[src/rtl/phase_pkg.sv]
// Shared types and constants for the two-road phase scheduler.
package phase_pkg;

  // Phase encoding is visible on the phase output port.
  typedef enum logic [1:0] {
    GREEN_A = 2'd0,
    CLEAR_A = 2'd1,
    GREEN_B = 2'd2,
    CLEAR_B = 2'd3
  } phase_t;

  // Green-duration clamp windows, in ticks.
  localparam logic [6:0] A_MIN_NORM = 7'd40;
  localparam logic [6:0] A_MAX_NORM = 7'd70;
  localparam logic [6:0] B_MIN_NORM = 7'd50;
  localparam logic [6:0] B_MAX_NORM = 7'd80;
  localparam logic [6:0] A_MIN_RUSH = 7'd30;
  localparam logic [6:0] A_MAX_RUSH = 7'd60;
  localparam logic [6:0] B_MIN_RUSH = 7'd40;
  localparam logic [6:0] B_MAX_RUSH = 7'd70;

  // Queue-length thresholds and the step applied to a duration.
  localparam logic [4:0] CNT_LOW  = 5'd10;
  localparam logic [4:0] CNT_HIGH = 5'd20;
  localparam logic [6:0] ADJ_STEP = 7'd5;

endpackage

[src/rtl/phase_duration_calc.sv]
// Combinational adjust-and-clamp of one road's green duration.
module phase_duration_calc
  import phase_pkg::*;
(
  input  logic [4:0] count,
  input  logic       rush,
  input  logic       road_b,
  input  logic [6:0] cur_dur,
  output logic [6:0] next_dur
);

  logic [6:0] adj;
  logic [6:0] lo;
  logic [6:0] hi;

  // Stored durations never drop below 30, so the subtract cannot wrap;
  // the add peaks at 85, well inside 7 bits.
  always_comb begin
    adj = cur_dur;
    if (count <= CNT_LOW)
      adj = cur_dur + ADJ_STEP;
    else if (count >= CNT_HIGH)
      adj = cur_dur - ADJ_STEP;

    case ({road_b, rush})
      2'b00:   begin lo = A_MIN_NORM; hi = A_MAX_NORM; end
      2'b01:   begin lo = A_MIN_RUSH; hi = A_MAX_RUSH; end
      2'b10:   begin lo = B_MIN_NORM; hi = B_MAX_NORM; end
      default: begin lo = B_MIN_RUSH; hi = B_MAX_RUSH; end
    endcase

    next_dur = adj;
    if (adj < lo)
      next_dur = lo;
    else if (adj > hi)
      next_dur = hi;
  end

endmodule

[src/rtl/phase_scheduler.sv]
// Two-road traffic phase scheduler with queue-adaptive green durations.
module phase_scheduler
  import phase_pkg::*;
#(
  parameter int unsigned DUR_A_INIT  = 40,
  parameter int unsigned DUR_B_INIT  = 50,
  parameter int unsigned CLEAR_TICKS = 0
) (
  input  logic       clk,
  input  logic       rst,
  input  logic       tick,
  input  logic       hold,
  input  logic       rushHour,
  input  logic [4:0] numOfCarsA,
  input  logic [4:0] numOfCarsB,
  output logic       greenForA,
  output logic       greenForB,
  output logic [6:0] remainingTime,
  output logic [1:0] phase
);

  phase_t     state, state_n;
  logic [6:0] rem_n;
  logic [6:0] dur_a, dur_a_n;
  logic [6:0] dur_b, dur_b_n;
  logic       calc_road_b;
  logic [4:0] calc_count;
  logic [6:0] calc_cur;
  logic [6:0] calc_next;

  // Only one road is adjusted per GREEN->CLEAR tick, so one calculator is
  // shared: leaving GREEN_A updates B, leaving GREEN_B updates A.
  assign calc_road_b = (state == GREEN_A);
  assign calc_count  = calc_road_b ? numOfCarsB : numOfCarsA;
  assign calc_cur    = calc_road_b ? dur_b : dur_a;

  phase_duration_calc u_calc (
    .count    (calc_count),
    .rush     (rushHour),
    .road_b   (calc_road_b),
    .cur_dur  (calc_cur),
    .next_dur (calc_next)
  );

  // Next-state and countdown logic; everything holds unless an unheld tick.
  always_comb begin
    state_n = state;
    rem_n   = remainingTime;
    dur_a_n = dur_a;
    dur_b_n = dur_b;
    if (tick && !hold) begin
      if (remainingTime != 7'd0) begin
        rem_n = remainingTime - 7'd1;
      end else begin
        case (state)
          GREEN_A: begin
            state_n = CLEAR_A;
            rem_n   = 7'(CLEAR_TICKS);
            dur_b_n = calc_next;
          end
          CLEAR_A: begin
            state_n = GREEN_B;
            rem_n   = dur_b;
          end
          GREEN_B: begin
            state_n = CLEAR_B;
            rem_n   = 7'(CLEAR_TICKS);
            dur_a_n = calc_next;
          end
          default: begin
            state_n = GREEN_A;
            rem_n   = dur_a;
          end
        endcase
      end
    end
  end

  // State, timers and registered green outputs.
  always_ff @(posedge clk) begin
    if (rst) begin
      state         <= GREEN_A;
      remainingTime <= 7'(DUR_A_INIT);
      dur_a         <= 7'(DUR_A_INIT);
      dur_b         <= 7'(DUR_B_INIT);
      greenForA     <= 1'b1;
      greenForB     <= 1'b0;
    end else begin
      state         <= state_n;
      remainingTime <= rem_n;
      dur_a         <= dur_a_n;
      dur_b         <= dur_b_n;
      greenForA     <= (state_n == GREEN_A);
      greenForB     <= (state_n == GREEN_B);
    end
  end

  assign phase = state;

endmodule

[config.mk]
export PLATFORM = sky130hd
export DESIGN_NAME = phase_scheduler
export DESIGN_NICKNAME = d
export VERILOG_FILES = /design/src/rtl/phase_pkg.sv /design/src/rtl/phase_duration_calc.sv /design/src/rtl/phase_scheduler.sv
export SDC_FILE = /design/constraint.sdc
export NUM_CORES = 1
export LEC_CHECK = 0
export CAP_MARGIN = 10
export CELL_PAD_IN_SITES_DETAIL_PLACEMENT = 0
export CELL_PAD_IN_SITES_GLOBAL_PLACEMENT = 2
export CORE_AREA = 4 4 91 93
export DETAILED_ROUTE_END_ITERATION = 10
export DIE_AREA = 0 0 95 97
export PLACE_DENSITY = 0.75
export REMOVE_ABC_BUFFERS = 1
export SLEW_MARGIN = 40
export SYNTH_ARGS = -nofsm -noshare
export SYNTH_HDL_FRONTEND = slang
export SYNTH_SLANG_ARGS = --single-unit
export TNS_END_PERCENT = 10
[constraint.sdc]
create_clock -name clk -period 6.63 [get_ports clk]
set_input_delay 1.326 -clock clk [delete_from_list [all_inputs] [get_ports clk]]
set_output_delay 1.326 -clock clk [all_outputs]
set_load 0.02 [all_outputs]
---- Word level (Yosys, flattened, before mapping) ----
Index checks and enable logic that the tools add are counted.
cells by class
  equal/unequal tests ..................... 5
  reductions and logical operators ........ 8
  multiplexer cells ....................... 13
  bitwise gates (word level) .............. 1
  magnitude comparators ................... 4
  add/subtract/negate cells ............... 3
operators by type and width
  operator                                                                           count
  7-bit two-way mux                                                                  6
  7-bit one-hot mux with 2 select lines                                              2
  6-bit one-hot mux with 2 select lines                                              1
  7-bit by 3-bit adder with 7-bit output (second input constant)                     1
  7-bit greater-than comparator                                                      1
  7-bit by 6-bit less-than comparator with 1-bit output                              1
  7-bit nonzero test                                                                 1
  7-bit by 1-bit subtractor with 7-bit output (second input constant)                1
  7-bit by 3-bit subtractor with 7-bit output (second input constant)                1
  2-bit == test (second input constant)                                              3
  2-bit one-hot mux with 3 select lines                                              1
  3-bit AND reduction                                                                2
  5-bit greater-or-equal comparator (second input constant)                          1
  5-bit by 4-bit less-or-equal comparator with 1-bit output (second input constant)  1
  5-bit two-way mux                                                                  1
  2-bit by 1-bit == test with 1-bit output (second input constant)                   2
  2-bit zero test                                                                    2
  2-bit two-way mux                                                                  2
  2-bit OR reduction                                                                 1
  1-bit logical AND                                                                  1
  1-bit zero test                                                                    1
  1-bit NOT                                                                          1
storage, ports and cells
  input port bits ......................... 15
  register bits after elaboration ......... 25
  output and inout port bits .............. 11
  logic and storage cells ................. 40

---- Logic depth before layout (Yosys ltp) ----
  depth after elaboration ................. 8
  depth in mapped cells ................... 21
  depth with buffers taken out ............ 18

---- Hierarchy ----
A second synthesis with hierarchy kept.
second synthesis, totals
  cell total of the unflattened synthesis .. 275
  area total of the unflattened synthesis .. 2255.9 µm²
by module, submodules not included
  module               seq. area each (µm²)  instances  cells an instance  area each (µm²)
  phase_scheduler      500.5                 1          163                1451.4
  phase_duration_calc  0.0                   1          112                804.5

---- Least setup slack after synthesis ----
No wires, ideal clock.
  kind .................................... in2reg
  start point ............................. input port numOfCarsB[0]
  end point ............................... register dur_a[1]
  data required time ...................... 6.556 ns
  setup time .............................. 0.074 ns
  path buffers ............................ 0
  stages .................................. 13
  arrival time ............................ 4.584 ns
  slack ................................... 1.971 ns
  path through ............................ a21o_1 a211o_1 a2111oi_2 a21bo_2 xnor2_1 ha_1 a21o_1 a2111o_1 o21ai_0 o2bb2ai_4 a21oi_4 or4_1 a31oi_1
on the way
  word-level cells in the longest chain between the ends .. 7
  elaborated cells on any way between the ends .. 9
  those cells by class .................... order compare (4); mux (5)
RTL lines
  item                               line                       source
  start, declared                    phase_scheduler.sv:15      input logic [4:0] numOfCarsB,
  5-bit two-way mux *                phase_scheduler.sv:34      assign calc_count = calc_road_b ? numOfCarsB : numOfCarsA;
  5-bit greater-or-equal comparator  phase_duration_calc.sv:22  else if (count >= CNT_HIGH)
  7-bit two-way mux                  phase_duration_calc.sv:22
  7-bit two-way mux *                phase_duration_calc.sv:20  if (count <= CNT_LOW)
  7-bit greater-than comparator      phase_duration_calc.sv:35  else if (adj > hi)
  7-bit two-way mux                  phase_duration_calc.sv:35
  7-bit two-way mux *                phase_duration_calc.sv:33  if (adj < lo)
  end signal, assigned               phase_scheduler.sv:84      dur_a <= 7'(DUR_A_INIT);
  end signal, assigned               phase_scheduler.sv:91      dur_a <= dur_a_n;
  end, declared                      phase_scheduler.sv:24      logic [6:0] dur_a, dur_a_n;
Every way passes the cells marked *; elsewhere a longest branch is shown, timed or not.
A chain may end at the register's enable or synchronous reset.

---- Worst setup path after layout ----
  start point ............................. input port numOfCarsB[2]
  end point ............................... register dur_a[1]
The elaborated chain is that of the path after synthesis.

==> results.cfg <==
[power]
ir_worst_vdd_uv = 61.7
clock_power_share_pct = 28.9
p_comb_share_pct = 23.0
finalPower_mw = 0.323
seq_power_share_pct = 48.1
power_density_mw_per_mm2 = 127
leakage_nw = 0.915
p_int_mw = 0.228
p_sw_share_pct = 29.3
p_switching_mw = 0.0946

[sta]
whs_ns = 0.499
max_slew_margin_pct = 39.6
clock_skew_ns = 0.00193
setup_viol = 0
final-hold-violation-count = 0
rsz0062_at_grt = no
period_needed_ns = 5.10
finalCritPeriodShare_pct = 76.9
final.setup.tns_ns = 0
slew_violations = 0
setup_ws_ns = 1.53
worst_pin_slew_ns = 0.898
fmax_mhz = 196

[outcome]
status = finished clean

[cells_and_area]
final_area_sq_mm = 0.00255
drive_gt1_share_pct = 7.90
final_core_util_pct = 33.9
area_delta_synth_final_pct = 15.9
num-nets-final = 324
nFillCells = 858
stdcell_count = 393
antennaDiodeCount = 0

[clock_network]
cts_max_path_buffers = 2
cts_hold_buffers = 0
htree_levels = 1
cts_buffers = 3
clockRootBuffer = clkbuf_8
cts_tree = yes
post_cts_resize_count = 0
cts.sinks = 25
clk_pin_slew_worst_paths_ns = 0.09
clock_latency_ns = 0.27
postCtsSetupRepairBufs = 0

[placement]
place_hpwl_um = 4710
dp.cells = 389
place_area_sq_mm = 0.00251
post-place-ws_ns = 1.27
gp_congestion = 0.788
portBuffers = 25

[logic_synthesis]
synth_ff_type = dfxtp_1
synth_area_sq_mm = 0.00220
synth_cell_types = 64
syn_area_per_cell_sq_um = 8.00
synth.area.top_cells = dfxtp_1 23%, ha_1 9.7%, nor2_1 4.6%
syn-instance-count = 275
yosysWarnings = 0
synth_top_area_share_pct = 22.7
yosysTopAreaCell = dfxtp_1
synth_seq_area_share_pct = 22.7
async_flop_share_pct = 0
synth_edf_count = 0
yosys_register_bits = 25

[worst_setup_path]
cp-start-kind = primary input
cp.arrival_ns = 5.29
crit_fanout = 8
worstSetupPathType = primary input to flop
crit_required_ns = 6.82
crit_path_end_kind = flop

[die]
coreArea_sq_mm = 0.00753
fp.dieH_um = 97
fp.dieW_um = 95
die_area_sq_mm = 0.00922
initial_utilization_pct = 29.2
fp-row-count = 32
num_io_pins = 26

[routing]
route.detailed.drc = 0
antenna_left = 0
first_iter_violations = 75
via_per_inst = 5.32
vias = 2089
wl_um = 6140
firstDrtPassIters = 6
wl_per_cell_um = 15.6

[grt]
grt_pass1_wl_um = 9870
grt-ovfl-total = 0
antenna_found_initial = 0
grt_max_degree = 19
grt_pass1_vias = 1887
grt.total_usage_pct = 13.2

[min_path]
hp-class = flop to flop

[run]
cap_violations = 0
-- cells in the final DEF (no fill, tap or decap), types with 2 or more instances in the layout --
master | netlist | final
ha_1 | 17 | 17
o22ai_1 | 2 | 2
clkbuf_8 | 0 | 3
a21o_1 | 3 | 3
xor2_1 | 3 | 3
o21ai_0 | 9 | 9
a21oi_1 | 18 | 18
nand2_1 | 25 | 25
or3_1 | 7 | 7
nor2_1 | 27 | 27
clkinv_1 | 2 | 2
a211oi_1 | 8 | 8
nand4_1 | 2 | 2
a311oi_1 | 2 | 2
mux2_2 | 4 | 4
inv_1 | 7 | 7
or4_1 | 2 | 2
o211ai_1 | 6 | 6
nand3_1 | 6 | 6
o21a_1 | 3 | 3
dfxtp_1 | 25 | 25
mux2i_1 | 9 | 9
o41ai_1 | 2 | 2
and2_1 | 2 | 2
nor3_1 | 15 | 15
a32oi_1 | 2 | 2
nand2b_1 | 4 | 4
xnor2_1 | 7 | 7
a31oi_1 | 5 | 5
o21ai_1 | 4 | 4
nor2b_1 | 4 | 4
clkdlybuf4s50_1 | 0 | 25
-- power groups by stage --
| stage | combinational (mW) | sequential (mW) | clock (mW) |
|---|---|---|---|
| 6_report | 0.0743 | 0.155 | 0.0933 |
| 5_1_grt | 0.0828 | 0.156 | 0.102 |
| 4_1_cts | 0.0743 | 0.155 | 0.0958 |
| 3_5_place_dp | 0.0737 | 0.159 | 0 |
| 3_3_place_gp | 0.0746 | 0.159 | 0 |
| 2_1_floorplan | 0.0442 | 0.161 | 0 |
-- final timing paths --
| path | startpoint | to | slack (ns) | cells after the start |
|---|---|---|---|---|
| max | numOfCarsB[2] | dur_a[1] | 1.53 | 14 |
| min | dur_a[6] | dur_a[6] | 0.50 | 2 |
| max reg2reg | phase[1] | dur_a[1] | 1.72 | 15 |
| min reg2reg | dur_a[6] | dur_a[6] | 0.50 | 2 |
-- state kept, by name, indices dropped and copies added, names as in the netlist --
signal,flops
greenForA,1
greenForB,1
phase,2
dur_b,7
remainingTime,7
dur_a,7
-- critical path: stages --
cell	delay, ns
clkdlybuf4s50_1	0.42
a21o_1	0.16
a211o_1	0.35
a2111oi_2	0.48
a21bo_2	0.21
xnor2_1	0.19
ha_1	0.34
a21o_1	0.25
a2111o_1	0.39
o21ai_0	0.30
o2bb2ai_4	0.22
a21oi_4	0.10
or4_1	0.40
a31oi_1	0.16
-- cell usage after synthesis (2+ instances only) --
cell type and count:
nor2_1 27, dfxtp_1 25, nand2_1 25, a21oi_1 18, ha_1 17, nor3_1 15, mux2i_1 9, o21ai_0 9
a211oi_1 8, clkbuf_1 8, inv_1 7, or3_1 7, xnor2_1 7, nand3_1 6, o211ai_1 6, a31oi_1 5
mux2_2 4, nand2b_1 4, nor2b_1 4, o21ai_1 4, a21o_1 3, buf_6 3, o21a_1 3, xor2_1 3
a311oi_1 2, a32oi_1 2, and2_1 2, clkinv_1 2, nand4_1 2, o22ai_1 2, o41ai_1 2, or4_1 2
-- logic make-up (layout without fill, tap and decap cells) --
kind of cell | count (synthesis) | after routing | share of synthesized area [%]
XOR/XNOR | 10 | 10 | 3.98
AO/OA/AOI/OAI | 82 | 82 | 27.9
multiplexers | 15 | 15 | 7.79
AND/OR/NAND/NOR | 104 | 104 | 23.1
flip-flops | 25 | 25 | 22.7
adder cells (fa/ha/maj) | 17 | 17 | 9.66
buffers and inverters | 22 | 38 | 4.83
-- metal layers --
layer / track usage, % / routed length [um] / up-vias
li1: - / - / 1053
met1: 18.9 / 3060 / 990
met2: 21.1 / 2860 / 42
met3: 1.63 / 170 / 4
met4: 2.66 / 53 / 0
met5: 0 / 0 / -
-- final cells by class --
cell class / count / area (sq um) / share of cell area [%]
timing repair buffer: 25 / 250 / 9.81
multi-input combinational: 228 / 1590 / 62.5
tap: 102 / 128 / 5.00
sequential: 25 / 500 / 19.6
inverter: 9 / 33.8 / 1.32
clock buffer: 4 / 45.0 / 1.77
Power figures use the tool's default switching activity.
==> RTL change: new RTL, same flow settings <==
Remove the register `greenForA`: a continuous assignment takes its place, so the output `greenForA` follows one clock earlier.
--- a/src/rtl/phase_scheduler.sv
+++ b/src/rtl/phase_scheduler.sv
@@ -83,17 +83,17 @@
       remainingTime <= 7'(DUR_A_INIT);
       dur_a         <= 7'(DUR_A_INIT);
       dur_b         <= 7'(DUR_B_INIT);
-      greenForA     <= 1'b1;
       greenForB     <= 1'b0;
     end else begin
       state         <= state_n;
       remainingTime <= rem_n;
       dur_a         <= dur_a_n;
       dur_b         <= dur_b_n;
-      greenForA     <= (state_n == GREEN_A);
       greenForB     <= (state_n == GREEN_B);
     end
   end
+
+  assign greenForA = (state_n == GREEN_A);
 
   assign phase = state;
 
Check against the original RTL: no difference found for any inputs over 10 cycles, from zero or initial values and one cycle with rst high; that may be too few to reach the edited logic, so the function may still have changed.
==> RTL change against the unedited design <==
- total power down 0.59%
- sequential cell count down 1
- cell count up 1.0%
- routed wire length down 9.5%
- combinational power down 7.1%
- first-iteration DRC count up 27%
- area after synthesis down 4.3%
- design area down 2.0%
- worst setup slack better by 0.14 ns
- largest power group unchanged
==> RTL change: results (changes against the unedited design) <==
metric;value;unit;change
yosys.cell_types.count;54;;-16%
grt_pass1_wl;9550;um;-3.3%
synth_cells;276;;+0.36%
yosysSeqAreaShare;22.8;%;+0.063 points
finalNonFillerCells;397;;+1.0%
slowest_stage;a2111oi_1;;
post_drt_wl_per_cell;14.0;um;-10%
num_vias;2027;;-3.0%
worstRegToRegCells;16;;+1
detail_route.iter0.violations;95;;+27%
drive_gt1_share;6.44;%;-1.5 points
placed_cells_incl_taps;393;;+1.0%
globalplace.congestion;0.771;;-2.2%
r2r_setup_slack;2.11;ns;+0.39 ns
timing.hold.worst.start;dur_b[6];;
track_usage;12.6;%;-0.61 points
grt_pass1_vias;1947;;+3.2%
postSynth.topFlopCell;dfxtp_1;;
layout.nets;328;;+1.2%
grt_max_degree;27;;+8
top_regs;dur_a x7, dur_b x7, remainingTime x7;;
holdPathStages;2;;unchanged
half_perimeter_wire_length_after_placement;4420;um;-6.1%
yosys-top-cells-count;a21oi_1, nor2_1, dfxtp_1;;
power.internal;230;uW;+0.98%
critical_path.reg2reg.startpoint;phase[0];;
critical_path.max_fanout;9;;+1
port_buffers;25;;unchanged
holdPathEnd;dur_b[6];;
clockRootBuffer;clkbuf_8;;
number_of_diodes_added_for_antenna_fixing;0;;unchanged
path_delay_family;compound AO/OA/AOI/OAI gates;;
critical-path-max-stage-delay;0.58;ns;+0.10 ns
synthArstFlopShare;0;%;unchanged
status;complete, no violations;;
cts.repair.resized;0;;unchanged
min_path_type;reg2reg;;
static_leakage;0.000947;uW;+3.5%
cts-buffers-inserted;3;;unchanged
r2r-end;dur_b[0];;
synth_area_leaders;dfxtp_1, ha_1, a21oi_1;;
cts_max_level;1;;unchanged
worst_pin_slew;0.710;ns;-0.188 ns
post_cts.repair.setup_buffers;0;;unchanged
detailed_router_iteration_count_before_antenna_repair;4;;-2
antenna_found_initial;0;;unchanged
clock_skew;0.00616;ns;+0.00424 ns
insertion_delay;0.27;ns;about the same
power.ir.vdd_worst;53.4;uV;-13%
## RTL change: metal layers
metal	wire [um]	track usage [%]	vias up
met5	0	0	-
met3	90	1.48	4
met1	2790	17.7	949
met2	2650	21.0	16
met4	27	1.66	0
li1	-	-	1058
## RTL change: cell type report
class	count	area [um^2]
clock buffers	4	55.1
well taps	102	128
fillers	834	5030
inverters	9	33.8
multi-input cells	231	1540
repair buffers	27	265
flip-flops and latches	24	480
## RTL change: cell families after synthesis
logic type                 Yosys count  share of synthesized area, %
AOI/OAI and AO/OA                   78                          25.4
xor gates and xnor gates             6                          2.49
adders and majority gates           17                          10.1
buffers and inverters               21                          4.51
DFF                                 24                          22.8
muxes                               13                          6.29
and+or+nand+nor                    117                          28.4
## RTL change: per-stage QoR
step	setup slack, ns	instance area [um^2]	hold slack [ns]
3_5_place_dp	1.28	2440	0.477
6_report	1.68	2500	0.493
4_1_cts	1.53	2500	0.493
2_1_floorplan	2.17	2050	0.439
3_3_place_gp	1.30	2440	0.477
5_1_grt	1.27	2500	0.516
## RTL change: worst max-delay path by stage
stage	startpoint	endpoint	slack [ns]
finish	numOfCarsA[3]	dur_b[0]	1.68
global route	numOfCarsA[3]	dur_a[2]	1.27
CTS	numOfCarsA[3]	dur_a[0]	1.53
detailed placement	numOfCarsA[3]	dur_b[0]	1.28
global placement	numOfCarsA[3]	dur_a[0]	1.30
floorplan	numOfCarsA[3]	dur_b[0]	2.17
## RTL change: power by group through the flow
stage	sequential [uW]	clock (uW)	combinational, uW
2_1_floorplan	155	0	39.8
3_3_place_gp	153	0	69.1
3_5_place_dp	153	0	68.6
4_1_cts	149	105	69.1
5_1_grt	150	110	77.7
6_report	149	103	69.0
